## src/rtl/operand_capture_pkg.sv

```systemverilog
// Shared definitions for the calculator operand-entry front end:
// entry states, operator codes and default timing constants.
package operand_capture_pkg;

    typedef enum logic [1:0] {
        ENTER_A  = 2'd0,
        ENTER_B  = 2'd1,
        ENTER_OP = 2'd2,
        SHOW     = 2'd3
    } entry_state_e;

    // Operator codes as decoded by the calculator top level
    localparam logic [1:0] OP_ADD = 2'd0;
    localparam logic [1:0] OP_SUB = 2'd1;
    localparam logic [1:0] OP_MUL = 2'd2;
    localparam logic [1:0] OP_DIV = 2'd3;

    localparam int DEFAULT_DEBOUNCE_CYCLES = 1000000;
    localparam int DEFAULT_CNT_W           = 20;
    localparam int DEFAULT_MAX_OPERAND     = 15;

    function automatic logic [3:0] saturateMag(input logic [3:0] value, input logic [3:0] limit);
        return (value > limit) ? limit : value;
    endfunction

endpackage

```

## src/rtl/operand_capture_button_debounce.sv

```systemverilog
// Push-button conditioner: two-flop synchroniser, stability counter and a
// single-cycle pulse on each accepted rising level.
module button_debounce #(
    parameter int DEBOUNCE_CYCLES = 1000000,
    parameter int CNT_W           = 20
) (
    input  logic clock,
    input  logic reset,
    input  logic btn_raw_i,
    output logic pulse_o
);

    localparam logic [CNT_W-1:0] CNT_LAST = CNT_W'(DEBOUNCE_CYCLES - 1);

    logic             syncMeta_q;
    logic             syncLevel_q;
    logic             stable_q;
    logic             stable_d;
    logic             stableDly_q;
    logic [CNT_W-1:0] count_q;
    logic [CNT_W-1:0] count_d;

    // The counter only runs while the synchronised level disagrees with the accepted one
    always_comb begin
        count_d  = count_q;
        stable_d = stable_q;
        if (syncLevel_q == stable_q) begin
            count_d = '0;
        end else if (count_q == CNT_LAST) begin
            stable_d = syncLevel_q;
            count_d  = '0;
        end else begin
            count_d = count_q + CNT_W'(1);
        end
    end

    always_ff @(posedge clock or posedge reset) begin
        if (reset) begin
            syncMeta_q  <= 1'b0;
            syncLevel_q <= 1'b0;
            stable_q    <= 1'b0;
            stableDly_q <= 1'b0;
            count_q     <= '0;
        end else begin
            syncMeta_q  <= btn_raw_i;
            syncLevel_q <= syncMeta_q;
            stable_q    <= stable_d;
            stableDly_q <= stable_q;
            count_q     <= count_d;
        end
    end

    assign pulse_o = stable_q & ~stableDly_q;

endmodule

```

## src/rtl/operand_capture.sv

```systemverilog
// Operand entry sequencer: captures A, B and the operator on debounced enter
// presses and holds them stable for the display and calculator.
module operand_capture
    import operand_capture_pkg::*;
#(
    parameter int DEBOUNCE_CYCLES = DEFAULT_DEBOUNCE_CYCLES,
    parameter int CNT_W           = DEFAULT_CNT_W,
    parameter int MAX_OPERAND     = DEFAULT_MAX_OPERAND
) (
    input  logic       clock,
    input  logic       reset,
    input  logic [3:0] sw_value,
    input  logic       sw_sign,
    input  logic [1:0] sw_op,
    input  logic       btn_enter,
    input  logic       btn_clear,
    output logic [3:0] inputA,
    output logic       signA,
    output logic [3:0] inputB,
    output logic       signB,
    output logic [1:0] op,
    output logic [1:0] entry_state,
    output logic       result_valid,
    output logic       capture_pulse
);

    localparam logic [3:0] MAX_MAG = 4'(MAX_OPERAND);

    logic [6:0]   swMeta_q;
    logic [6:0]   swSync_q;
    logic [3:0]   swValue;
    logic         swSign;
    logic [1:0]   swOp;
    logic         enterPulse;
    logic         clearPulse;

    entry_state_e state_q;
    entry_state_e state_d;
    logic [3:0]   inputA_q, inputA_d;
    logic         signA_q, signA_d;
    logic [3:0]   inputB_q, inputB_d;
    logic         signB_q, signB_d;
    logic [1:0]   op_q, op_d;
    logic         resultValid_q, resultValid_d;
    logic         capturePulse_q, capturePulse_d;

    always_ff @(posedge clock or posedge reset) begin
        if (reset) begin
            swMeta_q <= '0;
            swSync_q <= '0;
        end else begin
            swMeta_q <= {sw_value, sw_sign, sw_op};
            swSync_q <= swMeta_q;
        end
    end

    assign swValue = swSync_q[6:3];
    assign swSign  = swSync_q[2];
    assign swOp    = swSync_q[1:0];

    button_debounce #(
        .DEBOUNCE_CYCLES(DEBOUNCE_CYCLES),
        .CNT_W          (CNT_W)
    ) u_enter (
        .clock    (clock),
        .reset    (reset),
        .btn_raw_i(btn_enter),
        .pulse_o  (enterPulse)
    );

    button_debounce #(
        .DEBOUNCE_CYCLES(DEBOUNCE_CYCLES),
        .CNT_W          (CNT_W)
    ) u_clear (
        .clock    (clock),
        .reset    (reset),
        .btn_raw_i(btn_clear),
        .pulse_o  (clearPulse)
    );

    always_ff @(posedge clock or posedge reset) begin
        if (reset) begin
            state_q <= ENTER_A;
        end else begin
            state_q <= state_d;
        end
    end

    // Clear has priority over enter when both pulses land together
    always_comb begin
        state_d = state_q;
        if (clearPulse) begin
            state_d = ENTER_A;
        end else if (enterPulse) begin
            case (state_q)
                ENTER_A:  state_d = ENTER_B;
                ENTER_B:  state_d = ENTER_OP;
                ENTER_OP: state_d = SHOW;
                default:  state_d = ENTER_A;
            endcase
        end
    end

    always_comb begin
        inputA_d       = inputA_q;
        signA_d        = signA_q;
        inputB_d       = inputB_q;
        signB_d        = signB_q;
        op_d           = op_q;
        capturePulse_d = 1'b0;
        if (clearPulse) begin
            inputA_d = '0;
            signA_d  = 1'b0;
            inputB_d = '0;
            signB_d  = 1'b0;
            op_d     = '0;
        end else if (enterPulse) begin
            case (state_q)
                ENTER_A: begin
                    inputA_d       = saturateMag(swValue, MAX_MAG);
                    signA_d        = swSign;
                    capturePulse_d = 1'b1;
                end
                ENTER_B: begin
                    inputB_d       = saturateMag(swValue, MAX_MAG);
                    signB_d        = swSign;
                    capturePulse_d = 1'b1;
                end
                ENTER_OP: begin
                    op_d           = swOp;
                    capturePulse_d = 1'b1;
                end
                default: ;
            endcase
        end
        resultValid_d = (state_d == SHOW);
    end

    always_ff @(posedge clock or posedge reset) begin
        if (reset) begin
            inputA_q       <= '0;
            signA_q        <= 1'b0;
            inputB_q       <= '0;
            signB_q        <= 1'b0;
            op_q           <= '0;
            resultValid_q  <= 1'b0;
            capturePulse_q <= 1'b0;
        end else begin
            inputA_q       <= inputA_d;
            signA_q        <= signA_d;
            inputB_q       <= inputB_d;
            signB_q        <= signB_d;
            op_q           <= op_d;
            resultValid_q  <= resultValid_d;
            capturePulse_q <= capturePulse_d;
        end
    end

    assign inputA        = inputA_q;
    assign signA         = signA_q;
    assign inputB        = inputB_q;
    assign signB         = signB_q;
    assign op            = op_q;
    assign entry_state   = state_q;
    assign result_valid  = resultValid_q;
    assign capture_pulse = capturePulse_q;

endmodule

```

## config.mk

```make
export PLATFORM = sky130hd
export DESIGN_NAME = operand_capture
export DESIGN_NICKNAME = d
export VERILOG_FILES = /design/src/rtl/operand_capture_pkg.sv /design/src/rtl/operand_capture_button_debounce.sv /design/src/rtl/operand_capture.sv
export SDC_FILE = /design/constraint.sdc
export NUM_CORES = 1
export LEC_CHECK = 0
export ABC_AREA = 1
export CAP_MARGIN = 5
export CORE_UTILIZATION = 56
export DETAILED_ROUTE_END_ITERATION = 16
export GPL_ROUTABILITY_DRIVEN = 0
export PLACE_DENSITY = 0.85
export SYNTH_ARGS = -nofsm -noshare
export SYNTH_HDL_FRONTEND = slang
export SYNTH_SLANG_ARGS = --single-unit
```

## constraint.sdc

```tcl
create_clock -name clock -period 4 [get_ports clock]
set_input_delay 0.8 -clock clock [delete_from_list [all_inputs] [get_ports clock]]
set_output_delay 0.8 -clock clock [all_outputs]
set_load 0.03 [all_outputs]
```

* Word-level counts from Yosys, hierarchy flattened *
Index checks and enable logic that the tools add are counted.

word-level totals
  flip-flop bits (word level) = 78
  input bits = 11
  output and inout port bits = 16
  logic and storage cells = 73

cells by class
  add/sub/neg operators = 2
  magnitude comparators = 1
  equality and inequality tests = 7
  multiplexer cells = 26
  bitwise logic cells = 6
  reductions and logical operators = 11

operator list
  operator                 number
  $mux W20                 4
  $add A20 B1 Y20 const B  2
  $eq A20 B20 Y1 const B   2
  $mux W4                  7
  $mux W2                  5
  $reduce_and A2 Y1        5
  $mux W1                  9
  $reduce_bool A2 Y1       4
  $pmux W2 S3              1
  $eq A2 B2 Y1 const B     2
  $gt A4 B4 Y1 const B     1
  $not A1 Y1               4
  $reduce_or A3 Y1         1
  $and A1 B1 Y1            2
  $eq A1 B1 Y1             2
  $eq A2 B1 Y1 const B     1
  $logic_not A2 Y1         1

* Depth between registers and ports, before layout *
Gate-level depths: netlist of run 1.

  depth in word-level cells = 5
  depth in mapped cells = 8
  mapped depth without buffers = 8

* By module *
From an unflattened synthesis of run 1, not the netlist that was laid out.

unflattened totals
  cell total of the unflattened synthesis = 430
  area, all modules = 3694.8 sq um

by module, submodules not included
  module           times used  cells each  area an instance (sq um)  sequential area each (sq um)
  button_debounce  2           164         1297.5                    600.6
  operand_capture  1           102         1099.8                    750.7

* Worst setup path after synthesis of run 1 *
No wires, ideal clock.

  kind = register -> register
  from = register state_q[0], in the netlist entry_state[0]
  to = register inputA_q[0], in the netlist inputA[0]
  setup time = 125 ps
  arrival = 1283 ps
  data required time = 3875 ps
  setup slack = 2592 ps
  stages on the path, launching flop included = 6
  path buffers = 0
  period minus slack after synthesis = 1408 ps
  path through = dfrtp_1 > inv_1 > ha_1 > nand2_1 > nand2_4 > mux2_2

between the ends
  word-level cells in the longest chain between the ends = 3

ends and longest elaborated chain
  what                                 RTL line                RTL
  start, declared                      operand_capture.sv:37   entry_state_e state_q;
  start signal, assigned               operand_capture.sv:85   state_q <= state_d;
  $logic_not A2 Y1                     operand_capture.sv:118  case (state_q)
  $reduce_bool A2 Y1 (no source line)  n/a
  $reduce_and A2 Y1 (no source line)   n/a
  end signal, assigned                 operand_capture.sv:149  inputA_q <= inputA_d;
  end, declared                        operand_capture.sv:39   logic [3:0] inputA_q, inputA_d;

Every way passes these cells.
A chain may end at the register's enable or synchronous reset.

* Final worst setup path of run 1 *
  from = register state_q[1], in the netlist entry_state[1]
  to = output port entry_state[1]

RTL lines
  what           RTL line               RTL
  end, declared  operand_capture.sv:22  output logic [1:0] entry_state,

No word-level cell between the ends.

==> results of run 1 <==
==> sequential cells by signal (all words and copies together), names as in the netlist <==
signal,flops
u_clear.count_q,20
inputB,4
op,2
entry_state,2
inputA,4
signA,1
swSync_q,7
result_valid,1
u_clear.syncLevel_q,1
u_enter.stableDly_q,1
capture_pulse,1
signB,1
u_clear.stableDly_q,1
u_enter.stable_q,1
u_clear.stable_q,1
u_enter.syncMeta_q,1
u_enter.count_q,20
u_clear.syncMeta_q,1
swMeta_q,7
u_enter.syncLevel_q,1
==> area by class of cell <==
class	instances	area, um2
fillers	452	2092
inverters	45	168.9
flip-flops and latches	78	1952
well taps	77	96.34
clock buffers	10	137.6
clock inverters	6	75.07
multi-input cells	280	1553
repair buffers	28	275.3
==> metal layers <==
metal,global-route usage,vias to the layer above,routed length (um)
met5,0,-,0
met4,0.08621,0,148
met3,0.06759,17,248
met2,0.3882,52,3602
met1,0.2672,1279,3016
li1,-,1348,-
==> cells by family (layout without fill, tap and decap cells) <==
group / count (synthesis) / after routing / share of synthesized area
buffers and inverters: 46 / 89 / 0.04695
AND/OR/NAND/NOR: 221 / 221 / 0.2844
AO/OA/AOI/OAI: 20 / 20 / 0.02994
adder cells (fa/ha/maj): 6 / 6 / 0.02041
multiplexers: 10 / 10 / 0.03062
XOR/XNOR: 23 / 23 / 0.05682
flip-flops: 78 / 78 / 0.5308
==> where the power goes <==
group	switching (W)	internal, W	total (W)
registers	0.00000761	0.000802	0.000809
logic	0.0000328	0.0000183	0.0000511
clock network	0.000303	0.000316	0.000619
total	0.000343	0.00114	0.00148
==> cells in the mapped netlist, drive strengths merged <==
cell type  instances  share of area
dfrtp             78           0.53
o21bai             4         0.0082
xnor2              9          0.021
inv               45          0.046
and2               1         0.0017
a21oi              7         0.0095
nand3             31          0.048
nand2             69          0.083
nor2             104           0.13
or2                1         0.0017
ha                 6          0.020
nand3b             2         0.0041
nor3               6         0.0095
clkbuf             1         0.0010
mux2              10          0.031
nand4              7          0.012
o21ai              9          0.012
xor2              14          0.035
==> stage by stage <==
step | hold slack (ns) | total power (W) | setup WS [ns] | util | area [um2]
after floorplan | 0.3312 | 0.0008546 | 1.205 | - | 3677
after global placement | 0.3328 | 0.0008738 | 2.055 | 0.6370 | 4045
after detailed placement | 0.3355 | 0.0008769 | 2.049 | 0.6370 | 4045
after CTS | 0.3481 | 0.001493 | 1.739 | 0.6705 | 4258
after global routing | 0.3529 | 0.001538 | 1.704 | 0.6705 | 4258
final | 0.3487 | 0.001479 | 1.761 | 0.6705 | 4258
==> how the worst max path moves through the flow <==
| stage | cells after the start | end | startpoint | slack [ns] |
|---|---|---|---|---|
| 2_1_floorplan | 1 | capture_pulse | reset | 1.20 |
| 3_3_place_gp | 3 | inputA[1] | reset | 2.06 |
| 3_5_place_dp | 3 | inputB[2] | reset | 2.05 |
| 4_1_cts | 1 | entry_state[0] | entry_state[0] | 1.74 |
| 5_1_grt | 1 | entry_state[0] | entry_state[0] | 1.70 |
| 6_report | 1 | entry_state[1] | entry_state[1] | 1.76 |
==> run_results.csv, run 1 <==
group,metric,value,unit
outcome,outcome,"finished, final reports clean",
critical_path,crit_type,"flip-flop to output pin",
yosys,mappedNetlistNets,421,
die,fp.coreArea,0.006350,mm2
yosys,syn-mean-instance-area,9.102,um2
clock_tree,postCtsSetupRepairBufs,0,
yosys,syn_area,0.003677,mm2
die,die_x_extent,83.04,um
critical_path,regToRegSetupSlack,2.14,ns
critical_path,worst_reg2reg_path_depth,4,
critical_path,cpLargestDelayFamily,"buffers and inverters",
die,start_util,0.5791,
finish,drive_gt1_frac,0.1454,
route,post-route-drc-count,0,
timing,fmaxAchievable,446.6,MHz
global_route,grt.total_usage,0.2261,
yosys,postSynthRegisterBits,78,
yosys,yosys_warnings,0,
timing,worst_slew_pin_slew,1.039,ns
timing,timing.setup.tns,0,ns
route,route.detailed.vias_per_inst,5.145,
global_route,maximum_number_of_pins_on_one_net_before_global_route_repair,29,
global_route,grt.overflow.total,0,
global_route,antenna_violations_before_repair,0,
critical_path,critical_path.cell_chain,"clkdlybuf4s50_1",
run,max_cap_violations,0,
clock_tree,ctsRootBufferMaster,"sky130_fd_sc_hd__clkbuf_8",
clock_tree,clk_path_buf_depth,2,
finish,antenna_cells_inserted,0,
route,first_pass_iters,4,
place,placed_cells,508,
power_and_ir_drop,total_leakage_power,1.913,nW
clock_tree,cts-buffers-inserted,9,
timing,report.final.slew_viol_count,0,
finish,layout.cells.most_common,"sky130_fd_sc_hd__nor2_1",
timing,clock_skew,0.01178,ns
critical_path,arrival,1.44,ns
critical_path,critPathRequiredTime,3.20,ns
yosys,postSynthCellCount,404,
timing,relative_max_transition_margin,0.3022,
clock_tree,post_cts_resize_count,0,
die,die_h,83.04,um
timing,finalSetupViolations,0,
route,wl_per_cell,13.39,um
critical_path,worstSetupStartpointType,"flip-flop",
route,wl,7014,um
finish,syn_to_layout_area_delta,15.79,%
power_and_ir_drop,power_per_cell_area,347.4,mW/mm2
critical_path,worstSetupEndpointType,"output pin",
hold_path,worstHoldPathType,"flip-flop to flip-flop",
hold_path,holdPathEnd,"u_enter.syncLevel_q",
finish,instances_no_fill,524,
critical_path,crit_slowest_cell,"sky130_fd_sc_hd__clkdlybuf4s50_1",
critical_path,worst_reg2reg_endpoint,"u_enter.count_q[18]",
global_route,grt_first_pass_wirelength,12210,um
global_route,vias_in_the_first_global_route,2789,
die,io_pins,27,
finish,mostFrequentLayoutCells,"sky130_fd_sc_hd__nor2_1, sky130_fd_sc_hd__dfrtp_1, sky130_fd_sc_hd__nand2_1",
die,die_footprint,0.006895,mm2
place,place.detailed.hpwl,5181,um
die,std_cell_rows,29,
route,antenna_violating_nets_post_route,0,
place,placement.io_buffers,26,
critical_path,buffering_stage_count_on_the_worst_path_with_inverters_included,1,
route,num_vias,2696,
clock_tree,cts_tree,"yes",
critical_path,crit_path_max_fo,4,
timing,rsz_0062_raised_after_global_routing,"no",
clock_tree,clkTransAtPathRegs,0.09,ns
clock_tree,ctsHoldBuffers,0,
yosys,ys_types,27,
route,iteration_0_drc_count_of_the_detailed_router,72,
hold_path,start_point_of_the_worst_hold_path,"u_enter.syncMeta_q",
timing,final.period_utilization,0.5597,
critical_path,worst_r2r_startpoint,"u_enter.stable_q",
clock_tree,clk-insertion-delay-late,0.35,ns
timing,finalHoldViolCount,0,
timing,layout_min_cycle_time,2.239,ns
yosys,synth.yosys.seq_area_share,0.5308,
power_and_ir_drop,power.ir.vdd_worst,0.3547,mV
clock_tree,cts.sinks,78,
clock_tree,cts_max_level,3,
finish,fin_nets,459,
critical_path,critical-path-max-stage-delay,0.69,ns
hold_path,hold_depth,0,
No activity file was read; power rests on OpenSTA's default activity.
==> run 2, diff against run 1 <==
CORE_UTILIZATION = 52   (was 56)
PLACE_DENSITY = 0.83   (was 0.85)
clock period = 1.9 ns   (was 4 ns; I/O delays follow)
==> run 2 against run 1 <==
  * Clock skew hardly changed
  * Count of clock-buffer cells in the layout unchanged
  * Routed wire length up 5.5%
  * Die area up 7.5%
  * Flip-flop and latch count did not move
  * Sequential share of layout area shrank 0.60 points
  * Clock power up 110%
  * Worst setup slack got worse by 1.7 ns
  * Via count up 2.2%
  * Critical path type unchanged
==> run_results.csv, run 2 (synthesized netlist as in run 1, its figures left out) <==
group,metric,value,unit
critical_path,worstSetupEndpointType,"output pin",
timing,finalSetupViolations,0,
finish,antenna_cells_inserted,0,
finish,fillCellCount,525,
global_route,use_met1,0.2723,
hold_path,hold_depth,0,
power_and_ir_drop,power.ir.vdd_worst,0.5407,mV
critical_path,buffering_stage_count_on_the_worst_path_with_inverters_included,1,
finish,drive_gt1_frac,0.1451,
global_route,maximum_number_of_pins_on_one_net_before_global_route_repair,43,
finish,mostFrequentLayoutCells,"sky130_fd_sc_hd__nor2_1, sky130_fd_sc_hd__dfrtp_1, sky130_fd_sc_hd__nand2_1",
route,route.detailed.vias_per_inst,5.063,
critical_path,worst_reg2reg_path_depth,6,
timing,finalHoldViolCount,0,
clock_tree,cts_max_level,3,
route,num_vias,2754,
timing,whs,0.3463,ns
global_route,grt.overflow.total,0,
critical_path,crit_type,"flip-flop to output pin",
power_and_ir_drop,power_per_cell_area,728.3,mW/mm2
critical_path,regToRegSetupSlack,0.44,ns
die,start_util,0.5413,
critical_path,critical-path-max-stage-delay,0.69,ns
clock_tree,cts_tree,"yes",
finish,layout.cell_area.non_filler,0.004314,mm2
timing,final.period_utilization,0.9619,
timing,clock_skew,0.01157,ns
hold_path,worstHoldPathType,"flip-flop to flip-flop",
timing,timing.setup.tns,0,ns
critical_path,worst_reg2reg_endpoint,"u_enter.count_q[18]",
critical_path,crit_path_max_fo,4,
clock_tree,clk_path_buf_depth,2,
finish,layout.cells.most_common,"sky130_fd_sc_hd__nor2_1",
critical_path,arrival,1.45,ns
clock_tree,cts-buffers-inserted,9,
power_and_ir_drop,total_leakage_power,1.936,nW
die,die_h,86.10,um
global_route,antenna_violations_before_repair,0,
route,wl_per_cell,13.60,um
clock_tree,cts.sinks,78,
global_route,global_route.usage.met3,0.06352,
hold_path,start_point_of_the_worst_hold_path,"swMeta_q[2]",
timing,fmaxAchievable,547.2,MHz
die,die_x_extent,86.10,um
finish,final_util,0.6350,
critical_path,crit_slowest_cell,"sky130_fd_sc_hd__clkdlybuf4s50_1",
global_route,global_route.usage.met2,0.3672,
critical_path,critPathRequiredTime,1.52,ns
global_route,grt_first_pass_wirelength,12610,um
critical_path,cpLargestDelayFamily,"buffers and inverters",
clock_tree,clkTransAtPathRegs,0.08,ns
route,post-route-drc-count,0,
global_route,vias_in_the_first_global_route,2802,
finish,syn_to_layout_area_delta,17.32,%
outcome,outcome,"finished, final reports clean",
place,placement.io_buffers,26,
die,die_footprint,0.007412,mm2
die,io_pins,27,
place,placed_area,0.004100,mm2
critical_path,worstSetupStartpointType,"flip-flop",
timing,worst_slew_pin_slew,0.4423,ns
critical_path,critical_path.cell_chain,"clkdlybuf4s50_1",
timing,relative_max_transition_margin,0.7051,
finish,layout_top_registers,"u_clear.count_q (20), u_enter.count_q (20)",
timing,report.final.slew_viol_count,0,
timing,rsz_0062_raised_after_global_routing,"no",
clock_tree,clk-insertion-delay-late,0.34,ns
finish,fin_nets,461,
route,antenna_violating_nets_post_route,0,
clock_tree,ctsRootBufferMaster,"sky130_fd_sc_hd__clkbuf_8",
route,wl,7400,um
route,iteration_0_drc_count_of_the_detailed_router,133,
critical_path,worst_r2r_startpoint,"u_enter.count_q[0]",
run,max_cap_violations,0,
timing,layout_min_cycle_time,1.828,ns
die,fp.coreArea,0.006794,mm2
hold_path,holdPathEnd,"swSync_q[2]",
die,std_cell_rows,30,
global_route,grt.total_usage,0.2209,
route,first_pass_iters,4,
global_route,grt-busiest-layer,"met2",
place,place.detailed.hpwl,5348,um
critical_path,worst-path-stages,1,
run 2: final cells by class:
cell class / count / area, um2 / area share
Clock buffer: 10 / 127.6 / 0.02958
Multi-Input combinational cell: 280 / 1553 / 0.3599
Sequential cell: 78 / 1952 / 0.4524
Timing Repair Buffer: 30 / 305.3 / 0.07077
Tap cell: 96 / 120.1 / 0.02784
Clock inverter: 5 / 83.83 / 0.01943
Inverter: 45 / 172.7 / 0.04002
run 2: report_power, final:
group / leakage (nW) / internal, W / switching (W) / total, W
combinational: 0.794 / 0.0000429 / 0.0000702 / 0.000113
clock: 0.0990 / 0.000737 / 0.000588 / 0.00133
sequential: 1.04 / 0.00169 / 0.0000157 / 0.00170
total: 1.94 / 0.00247 / 0.000674 / 0.00314
run 2: layer usage:
metal | vias up | share of wire
li1 | 1350 | -
met1 | 1314 | 0.43
met2 | 70 | 0.50
met3 | 20 | 0.043
met4 | 0 | 0.026
met5 | - | 0
run 2: worst max-delay path by stage:
stage                              start             end
after global routing      entry_state[0]  entry_state[0]
after floorplan           entry_state[0]       inputA[0]
after detailed placement  entry_state[1]  entry_state[1]
after global placement    entry_state[1]  entry_state[1]
after CTS                 entry_state[1]  entry_state[1]
final                     entry_state[0]  entry_state[0]
run 2: what timing repair did:
| item | in CTS | in global routing |
|---|---|---|
| endpoints found under the setup margin | 0 | 1 |
| setup buffers | 0 | 0 |
| hold buffers | 0 | 0 |
| resized for setup | 0 | 1 |
| endpoints found under the hold margin | 0 | 0 |
run 2: through the flow:
| step | std cells | total power [W] | setup WS, ns |
|---|---|---|---|
| 6_report | 544 | 0.003142 | 0.07235 |
| 5_1_grt | 544 | 0.003262 | 0.002917 |
| 4_1_cts | 544 | 0.003175 | 0.02720 |
| 3_5_place_dp | 529 | 0.001853 | 0.4165 |
| 3_3_place_gp | 529 | 0.001845 | 0.4693 |
| 2_1_floorplan | 404 | 0.001800 | 0.4924 |
